`src/rtl/alu_mc_pkg.sv`:
```
// Shared op codes, FSM state type and helpers for the multi-cycle ALU.
package alu_pkg;

    localparam logic [3:0] ALU_ADD   = 4'b0000;
    localparam logic [3:0] ALU_SUB   = 4'b0001;
    localparam logic [3:0] ALU_AND   = 4'b0010;
    localparam logic [3:0] ALU_OR    = 4'b0011;
    localparam logic [3:0] ALU_XOR   = 4'b0100;
    localparam logic [3:0] ALU_SLL   = 4'b0101;
    localparam logic [3:0] ALU_SRL   = 4'b0110;
    localparam logic [3:0] ALU_LUI   = 4'b0111;
    localparam logic [3:0] ALU_AUIPC = 4'b1000;
    localparam logic [3:0] ALU_SRA   = 4'b1001;
    localparam logic [3:0] ALU_SLT   = 4'b1010;
    localparam logic [3:0] ALU_SLTU  = 4'b1011;
    localparam logic [3:0] ALU_MUL   = 4'b1100;
    localparam logic [3:0] ALU_MULHU = 4'b1101;
    localparam logic [3:0] ALU_DIVU  = 4'b1110;
    localparam logic [3:0] ALU_REMU  = 4'b1111;

    typedef enum logic [1:0] {
        IDLE = 2'd0,
        BUSY = 2'd1,
        DONE = 2'd2
    } alu_state_t;

    // mul/mulhu/divu/remu share the 11xx op-code quadrant
    function automatic logic is_muldiv(input logic [3:0] op);
        return op[3:2] == 2'b11;
    endfunction

endpackage

```
`src/rtl/alu_muldiv_seq.sv`:
```
// Iterative unsigned multiply (shift-add) / divide (restoring), one step per cycle.
// Result of the final step is offered combinationally on res_c while last_c is high.
module alu_muldiv_seq #(
    parameter int unsigned XLEN = 32
) (
    input  logic            clk,
    input  logic            rst_n,
    input  logic            start,
    input  logic            op_div,
    input  logic            op_hi,
    input  logic [XLEN-1:0] a,
    input  logic [XLEN-1:0] b,
    output logic [XLEN-1:0] res_c,
    output logic            last_c
);

    localparam int unsigned CNT_W = $clog2(XLEN) + 1;

    logic [2*XLEN-1:0] acc;
    logic [2*XLEN-1:0] acc_nxt;
    logic [XLEN-1:0]   opb;
    logic [CNT_W-1:0]  cnt;
    logic              is_div;
    logic              sel_hi;

    logic [XLEN-1:0]   hi;
    logic [XLEN-1:0]   lo;
    logic [XLEN:0]     sum;
    logic [XLEN:0]     sh;
    logic [XLEN-1:0]   diff;
    logic              ge;

    assign hi = acc[2*XLEN-1:XLEN];
    assign lo = acc[XLEN-1:0];

    // hi:lo is product-high:multiplier for mul, remainder:quotient for div
    always_comb begin
        sum  = {1'b0, hi} + (lo[0] ? {1'b0, opb} : {(XLEN+1){1'b0}});
        sh   = {hi, lo[XLEN-1]};
        ge   = sh >= {1'b0, opb};
        diff = sh[XLEN-1:0] - opb;
        if (is_div) begin
            acc_nxt = {(ge ? diff : sh[XLEN-1:0]), lo[XLEN-2:0], ge};
        end else begin
            acc_nxt = {sum, lo[XLEN-1:1]};
        end
    end

    assign res_c  = sel_hi ? acc_nxt[2*XLEN-1:XLEN] : acc_nxt[XLEN-1:0];
    assign last_c = (cnt == CNT_W'(1));

    always_ff @(posedge clk) begin
        if (!rst_n) begin
            acc    <= '0;
            opb    <= '0;
            cnt    <= '0;
            is_div <= 1'b0;
            sel_hi <= 1'b0;
        end else if (start) begin
            acc    <= {{XLEN{1'b0}}, a};
            opb    <= b;
            cnt    <= CNT_W'(XLEN);
            is_div <= op_div;
            sel_hi <= op_hi;
        end else if (cnt != '0) begin
            acc <= acc_nxt;
            cnt <= cnt - CNT_W'(1);
        end
    end

endmodule

```
`src/rtl/alu_mc.sv`:
```
// Multi-cycle execute-stage ALU with valid/ready handshake and registered result/zero.
// Define ALU_MULDIV_EN to include the iterative mul/mulhu/divu/remu engine.
module alu_mc
    import alu_pkg::*;
#(
    parameter int unsigned XLEN = 32
) (
    input  logic            clk,
    input  logic            rst_n,
    input  logic            in_valid,
    output logic            in_ready,
    input  logic [XLEN-1:0] a,
    input  logic [XLEN-1:0] b,
    input  logic [3:0]      op,
    output logic            out_valid,
    input  logic            out_ready,
    output logic [XLEN-1:0] result,
    output logic            zero
);

    localparam int unsigned SH_W = $clog2(XLEN);

    alu_state_t      state;
    alu_state_t      state_nxt;
    logic [XLEN-1:0] result_nxt;
    logic            zero_nxt;
    logic            valid_nxt;
    logic [XLEN-1:0] alu_res_c;
    logic            accept_c;

`ifdef ALU_MULDIV_EN
    logic            start_c;
    logic [XLEN-1:0] md_res_c;
    logic            md_last_c;

    alu_muldiv_seq #(
        .XLEN (XLEN)
    ) u_muldiv (
        .clk    (clk),
        .rst_n  (rst_n),
        .start  (start_c),
        .op_div (op[1]),
        .op_hi  (op[0]),
        .a      (a),
        .b      (b),
        .res_c  (md_res_c),
        .last_c (md_last_c)
    );
`endif

    assign in_ready = (state == IDLE) || ((state == DONE) && out_ready);
    assign accept_c = in_valid && in_ready;

    // Single-cycle datapath; mul/div codes fall to zero when no engine is built
    always_comb begin
        alu_res_c = '0;
        case (op)
            ALU_ADD, ALU_AUIPC: alu_res_c = a + b;
            ALU_SUB:            alu_res_c = a - b;
            ALU_AND:            alu_res_c = a & b;
            ALU_OR:             alu_res_c = a | b;
            ALU_XOR:            alu_res_c = a ^ b;
            ALU_SLL:            alu_res_c = a << b[SH_W-1:0];
            ALU_SRL:            alu_res_c = a >> b[SH_W-1:0];
            ALU_LUI:            alu_res_c = b;
            ALU_SRA:            alu_res_c = $signed(a) >>> b[SH_W-1:0];
            ALU_SLT:            alu_res_c = {{(XLEN-1){1'b0}}, ($signed(a) < $signed(b))};
            ALU_SLTU:           alu_res_c = {{(XLEN-1){1'b0}}, (a < b)};
            default:            alu_res_c = '0;
        endcase
    end

    always_comb begin
        state_nxt  = state;
        result_nxt = result;
        zero_nxt   = zero;
        valid_nxt  = out_valid;
`ifdef ALU_MULDIV_EN
        start_c    = 1'b0;
`endif
        case (state)
            IDLE, DONE: begin
                if ((state == DONE) && out_ready) begin
                    valid_nxt = 1'b0;
                    state_nxt = IDLE;
                end
                // A DONE transfer and a new acceptance may share one cycle
                if (accept_c) begin
`ifdef ALU_MULDIV_EN
                    if (is_muldiv(op)) begin
                        start_c   = 1'b1;
                        valid_nxt = 1'b0;
                        state_nxt = BUSY;
                    end else
`endif
                    begin
                        result_nxt = alu_res_c;
                        zero_nxt   = (alu_res_c == '0);
                        valid_nxt  = 1'b1;
                        state_nxt  = DONE;
                    end
                end
            end
`ifdef ALU_MULDIV_EN
            BUSY: begin
                if (md_last_c) begin
                    result_nxt = md_res_c;
                    zero_nxt   = (md_res_c == '0);
                    valid_nxt  = 1'b1;
                    state_nxt  = DONE;
                end
            end
`endif
            default: state_nxt = IDLE;
        endcase
    end

    always_ff @(posedge clk) begin
        if (!rst_n) begin
            state     <= IDLE;
            result    <= '0;
            zero      <= 1'b0;
            out_valid <= 1'b0;
        end else begin
            state     <= state_nxt;
            result    <= result_nxt;
            zero      <= zero_nxt;
            out_valid <= valid_nxt;
        end
    end

endmodule

```
`config.mk`:
```
export PLATFORM = sky130hd
export DESIGN_NAME = alu_mc
export DESIGN_NICKNAME = d
export VERILOG_FILES = /design/src/rtl/alu_mc_pkg.sv /design/src/rtl/alu_muldiv_seq.sv /design/src/rtl/alu_mc.sv
export SDC_FILE = /design/constraint.sdc
export NUM_CORES = 1
export LEC_CHECK = 0
export CAP_MARGIN = 20
export CORE_ASPECT_RATIO = 1.75
export CORE_MARGIN = 2
export CORE_UTILIZATION = 55
export DETAILED_ROUTE_END_ITERATION = 10
export PLACE_DENSITY = 0.77
export SLEW_MARGIN = 30
export SYNTH_ARGS = -nofsm -noshare
export SYNTH_HDL_FRONTEND = slang
export SYNTH_SLANG_ARGS = --single-unit
```
`constraint.sdc`:
```
create_clock -name clk -period 10.2 [get_ports clk]
set_clock_uncertainty 0.15 [all_clocks]
set_input_delay 2.04 -clock clk [delete_from_list [all_inputs] [get_ports clk]]
set_output_delay 2.04 -clock clk [all_outputs]
set_load 0.02 [all_outputs]
```
Yosys cells after proc, flatten, opt, wreduce, memory -nomap -nowiden
Cells that the tools add are included.
{"block": "op_classes", "add_sub_neg": 2, "n_lt_le_gt_ge": 2, "eq_ne": 11, "n_shift": 3, "n_mux": 5, "bitwise": 3, "n_reduce_logical": 12}
{"operator": "$pmux 32 s11", "count": 1}
{"operator": "$lt 32x32->1", "count": 2}
{"operator": "$add 32x32->32", "count": 1}
{"operator": "$and 32x32->32", "count": 1}
{"operator": "$logic_not 32->1", "count": 1}
{"operator": "$or 32x32->32", "count": 1}
{"operator": "$shl 32x5->32", "count": 1}
{"operator": "$shr 32x5->32", "count": 1}
{"operator": "$sshr 32x5->32", "count": 1}
{"operator": "$sub 32x32->32", "count": 1}
{"operator": "$xor 32x32->32", "count": 1}
{"operator": "$eq 4x3->1 const B", "count": 4}
{"operator": "$eq 4x4->1 const B", "count": 4}
{"operator": "$eq 4x2->1 const B", "count": 2}
{"operator": "$reduce_and 2->1", "count": 3}
{"operator": "$eq 4x1->1 const B", "count": 1}
{"operator": "$logic_not 4->1", "count": 1}
{"operator": "$mux 2", "count": 2}
{"operator": "$reduce_or 2->1", "count": 2}
{"operator": "$logic_and 1x1->1", "count": 2}
{"operator": "$logic_not 2->1", "count": 1}
{"operator": "$mux 1", "count": 2}
{"operator": "$reduce_bool 2->1", "count": 1}
{"operator": "$logic_or 1x1->1", "count": 1}
{"block": "word_totals", "register_bits": 35, "out_inout_bits": 35, "elab_cells": 42}

Depth between registers and ports, before layout
{"block": "logic_depth", "depth_word": 5, "mapped_depth": 17, "ltp_nobuf": 15}

Worst setup path before layout
No wires, ideal clock.
{"block": "synth_timing", "kind": "input-to-reg", "start": "input b[2]", "end": "register zero", "arrival_time_ns": 6.113, "required_time_ns": 9.966, "path_slack_ns": 3.852, "cell_stages": 16, "cell_sequence": "inv_1 > buf_2 > buf_1 > clkbuf_1 > ha_1 > buf_2 > or4_4 > and2_1 > a221o_1 > a221o_1 > nor3_1 > nand2_1 > nor4_1 > nand4_1 > or4_1 > o31ai_2"}
{"block": "synth_via", "elab_chain_cells": 3, "word_cells_on_any_way": 12}
{"item": "start, declared", "line": "alu_mc.sv:13", "text": "input logic [XLEN-1:0] b,"}
{"item": "$sub 32x32->32, or another cell as far along", "line": "alu_mc.sv:59", "text": "ALU_SUB: alu_res_c = a - b;"}
{"item": "$pmux 32 s11 (*)", "line": "alu_mc.sv:57", "text": "case (op)"}
{"item": "$logic_not 32->1 (*)", "line": "alu_mc.sv:98", "text": "zero_nxt = (alu_res_c == '0);"}
{"item": "end signal, assigned", "line": "alu_mc.sv:127", "text": "zero <= zero_nxt;"}
{"item": "end, declared", "line": "alu_mc.sv:18", "text": "output logic zero"}
Mark *: on every way between the ends. The rest lies on a longest branch, timed or not.
A chain may end at the register's enable or synchronous reset.

Final worst setup path
{"block": "layout_timing", "start": "input op[1]", "end": "register zero"}
{"block": "layout_via", "elab_chain_cells": 4, "word_cells_on_any_way": 15}
{"item": "start, declared", "line": "alu_mc.sv:14", "text": "input logic [3:0] op,"}
{"item": "$eq 4x4->1 or $logic_not 4->1 (tied branches)", "line": "alu_mc.sv:57"}
{"item": "$reduce_or 2->1", "line": "alu_mc.sv:57"}
{"item": "$pmux 32 s11 (*)", "line": "alu_mc.sv:57"}
{"item": "$logic_not 32->1 (*)", "line": "alu_mc.sv:98"}
Marked as above.

==> parameters.txt <==
Parameter                              Value

Outcome
  Result of the run ... finished clean

Global routing
  Global-route met2 utilization ... a little over four fifths
  Wire length of the first global-routing pass ... 89,900 µm
  Largest net degree at the start of global routing ... 66
  Met1 routing resource usage after global routing ... 55.0%
  Antenna violations before repair ... 2
  Top Usage Layer GRT ... met2
  Global Route met3 Usage ... 16.6%
  Number of global-route vias before repair ... ~14,000
  Total global-route track usage ... 53.6%
  Overflow left after global routing ... 0

Logic synthesis
  Cell count after synthesis ... 1,617
  Most frequent cell after synthesis ... nor2_1
  Synthesized-area fraction occupied by xor and xnor cells ... under 10%
  Synthesized net count ... 1,794
  Multiplexer share of the synthesized area ... 17.3%
  Async S/R FF share, synth ... 0%
  Most numerous cell types in the synthesized netlist ... 174 x nor2_1, 134 x nand2_1, 112 x a21oi_1
  Seq cells post-synth ... 34
  Adder-cell share of the synthesized area ... 11.6%
  Post-synth top area share ... 11.2%
  Proportion of synthesized chip area in sequential cells ... 5.92%
  Simple-gate share of the synthesized area ... 22.8%
  Largest cells by area after synthesis ... ha_1 11%, mux4_2 6.9%, dfxtp_1 5.9%
  Compound-Gate Fraction of Synth Area ... between 30% and 40%
  Post-synth design cell area ... 11,500 µm²
  Post-synth EDFFs ... 0
  Library cell occupying the most area in the post-synthesis netlist ... ha_1
  Post-synthesis area per instance ... 7.11 µm²
  Warnings, synthesis ... 0
  Dominant combinational cell family by area after synthesis ... compound AO/OA/AOI/OAI gates
  Count of cell types in the netlist ... 92
  Most common flop cell mapped by yosys ... dfxtp_1

STA
  Final number of hold-violating endpoints ... 0
  Transition time of the tightest slew-check pin ... 1060 ps
  Clock period minus worst slack ... 7330 ps
  Achievable clock frequency ... 136 MHz
  Post-route setup TNS ... 0 ps
  Slew Limit Headroom ... 29.2%
  Final Max Tran Viols ... 0
  Unrepaired setup endpoints after global routing ... false
  Final number of setup-violating endpoints ... 0
  Final critical-path share of the clock period ... 71.9%

Drt
  Detailed-routing iteration count for the pre-antenna-repair pass ... 8
  Number of design rule violations left after detail routing ... 0
  Mean number of vias per cell ... around 8
  Vias after detailed routing ... 15,100
  Detailed Route Iter0 Violations ... around 2,200
  Total Routed Length ... ~60,000 µm
  Drt wl/cell ... around 32 µm
  Post-route ant nets ... 0

Worst setup path
  CP startpoint kind ... primary input
  Critical path endpoint category ... flop
  Crit-path max FO ... 22
  Depth of the most critical reg-to-reg path ... 10
  Required time worst endpoint ... 10,260 ps
  Category of the critical setup timing path ... in -> reg
  CP arrival ... 7390 ps

Clocking
  Resized cells post-CTS ... 0
  Buffers inserted by post-CTS timing repair ... 0
  Number of buffers created by CTS ... 5
  Clk Tree Root Cell ... clkbuf_16
  Clock tree from TritonCTS ... done
  Clock edge transition at the registers on the reported setup and hold paths ... approximately 60 ps
  H-tree depth ... 2
  Hold buffer count at cts ... 0
  Insertion delay of the later-clocked pin in the worst-skew pair ... 290 ps
  Sinks on the clock net ... 34
  Max clock buf depth ... 2

Min path
  Hold Path Class ... reg -> reg
  Worst hold path stage count ... 2

Floorplan
  Top-level I/O count ... between 100 and 150
  Die width ... 113 µm
  Area of the core region ... around 21,000 µm²
  Vert. Die Dim ... 195 µm
  Total die area ... 22,100 µm²
  Starting utilization of the core area ... 55.6%
  Cell Rows ... 70

Power and ir drop
  Share of power burned in registers ... 14.6%
  Peak supply drop ... ~0.000054 V
  Share of power burned in combinational logic ... between 70 and 80%
  Net load switching power ... 539 µW
  Total leakage power ... 0.00504 µW
  Internal cell power ... 496 µW
  Cell Pwr Density ... 81.5 nW/µm²
  Total chip power ... 1030 µW
  Net Sw Frac ... 52.1%
  Clock network power share ... 15.0%

Flow run
  Count of maximum capacitance violations ... 0

Final layout
  Synthesis-to-layout area growth ... 10.5%
  Layout cell share with drive strength beyond 1 ... 10.3%
  Final #Nets ... ~1,800
  Number of antenna diodes ... 0

Placement
  Placer's final routability congestion estimate ... roughly 1.1
  Port Buf Inserts ... approximately 110
  DP HPWL ... about 45,000 µm
## logic make-up after synthesis
logic type / count (synthesis)
DFF: 34
xor gates and xnor gates: 16
muxes: 148
adders and majority gates: 105
AOI/OAI and AO/OA: 541
and+or+nand+nor: 549
buffers and inverters: 224
## power groups by stage
stage	Combinational (µW)	Sequential [µW]	Clock, µW
detailed placement	679	153	0
finish	729	151	155
global placement	674	153	0
floorplan	423	168	0
global route	755	152	158
CTS	682	151	154
## registers in the layout, indices dropped and copies added (netlist names)
name and count:
out_valid 1, result 32, zero 1
## through the flow
stage / setup slack, ps / utilization (%) / instances / cell area [µm²] / hold slack [ps]
after floorplan: 3850 / - / 1617 / 11500 / 385
after global placement: 2740 / 60.7 / 1880 / 12500 / 292
after CTS: 3200 / 61.4 / 1888 / 12700 / 317
after detailed placement: 2930 / 60.7 / 1880 / 12500 / 309
final: 2870 / 61.5 / 1888 / 12700 / 318
after global routing: 2920 / 61.5 / 1888 / 12700 / 338
## routing by layer
layer	part of all wire, %	up-vias
met5	0	-
met4	13	0
met3	12	571
met2	44	1429
met1	30	6879
li1	-	6174
## final timing paths
kind	startpoint	endpoint	slack, ps
min	result[17]	result[17]	320
min reg2reg	result[17]	result[17]	320
max	op[1]	zero	2870
max reg2reg	out_valid	zero	6470
## critical path: stages
cell             delay [ps]
clkdlybuf4s50_1        1060
nand4bb_1               650
nor2_1                  410
a31oi_1                 790
a32oi_1                 380
a211oi_1                530
nand4_1                 150
nor4_1                  490
nand4_1                 200
or4_1                   460
o31ai_2                 220
## layout by cell type (no fill, tap or decap), drive strengths merged, types with 12 or more instances in the layout
master,count
mux2,47
nand3,34
nand2,134
o31ai,13
nor2,174
a211oi,48
xnor2,12
o211ai,21
nor2b,24
buf,40
o22ai,26
nand2b,14
nor4,24
ha,103
mux2i,66
a221oi,22
a21o,16
o221ai,20
inv,93
nor3,70
mux4,35
clkdlybuf4s50,101
a221o,12
a21oi,112
a31oi,19
dfxtp,34
a22oi,24
o21ai,90
## layout make-up
cell class                      instances  area [µm²]
Multi-Input combinational cell       1359        9900
Timing Repair Buffer                  141        1300
Inverter                               94         353
Clock inverter                          2        12.5
Sequential cell                        34         681
Tap cell                              252         315
Fill cell                            1967        7970
Clock buffer                            6         139
Power figures use the tool's default switching activity.
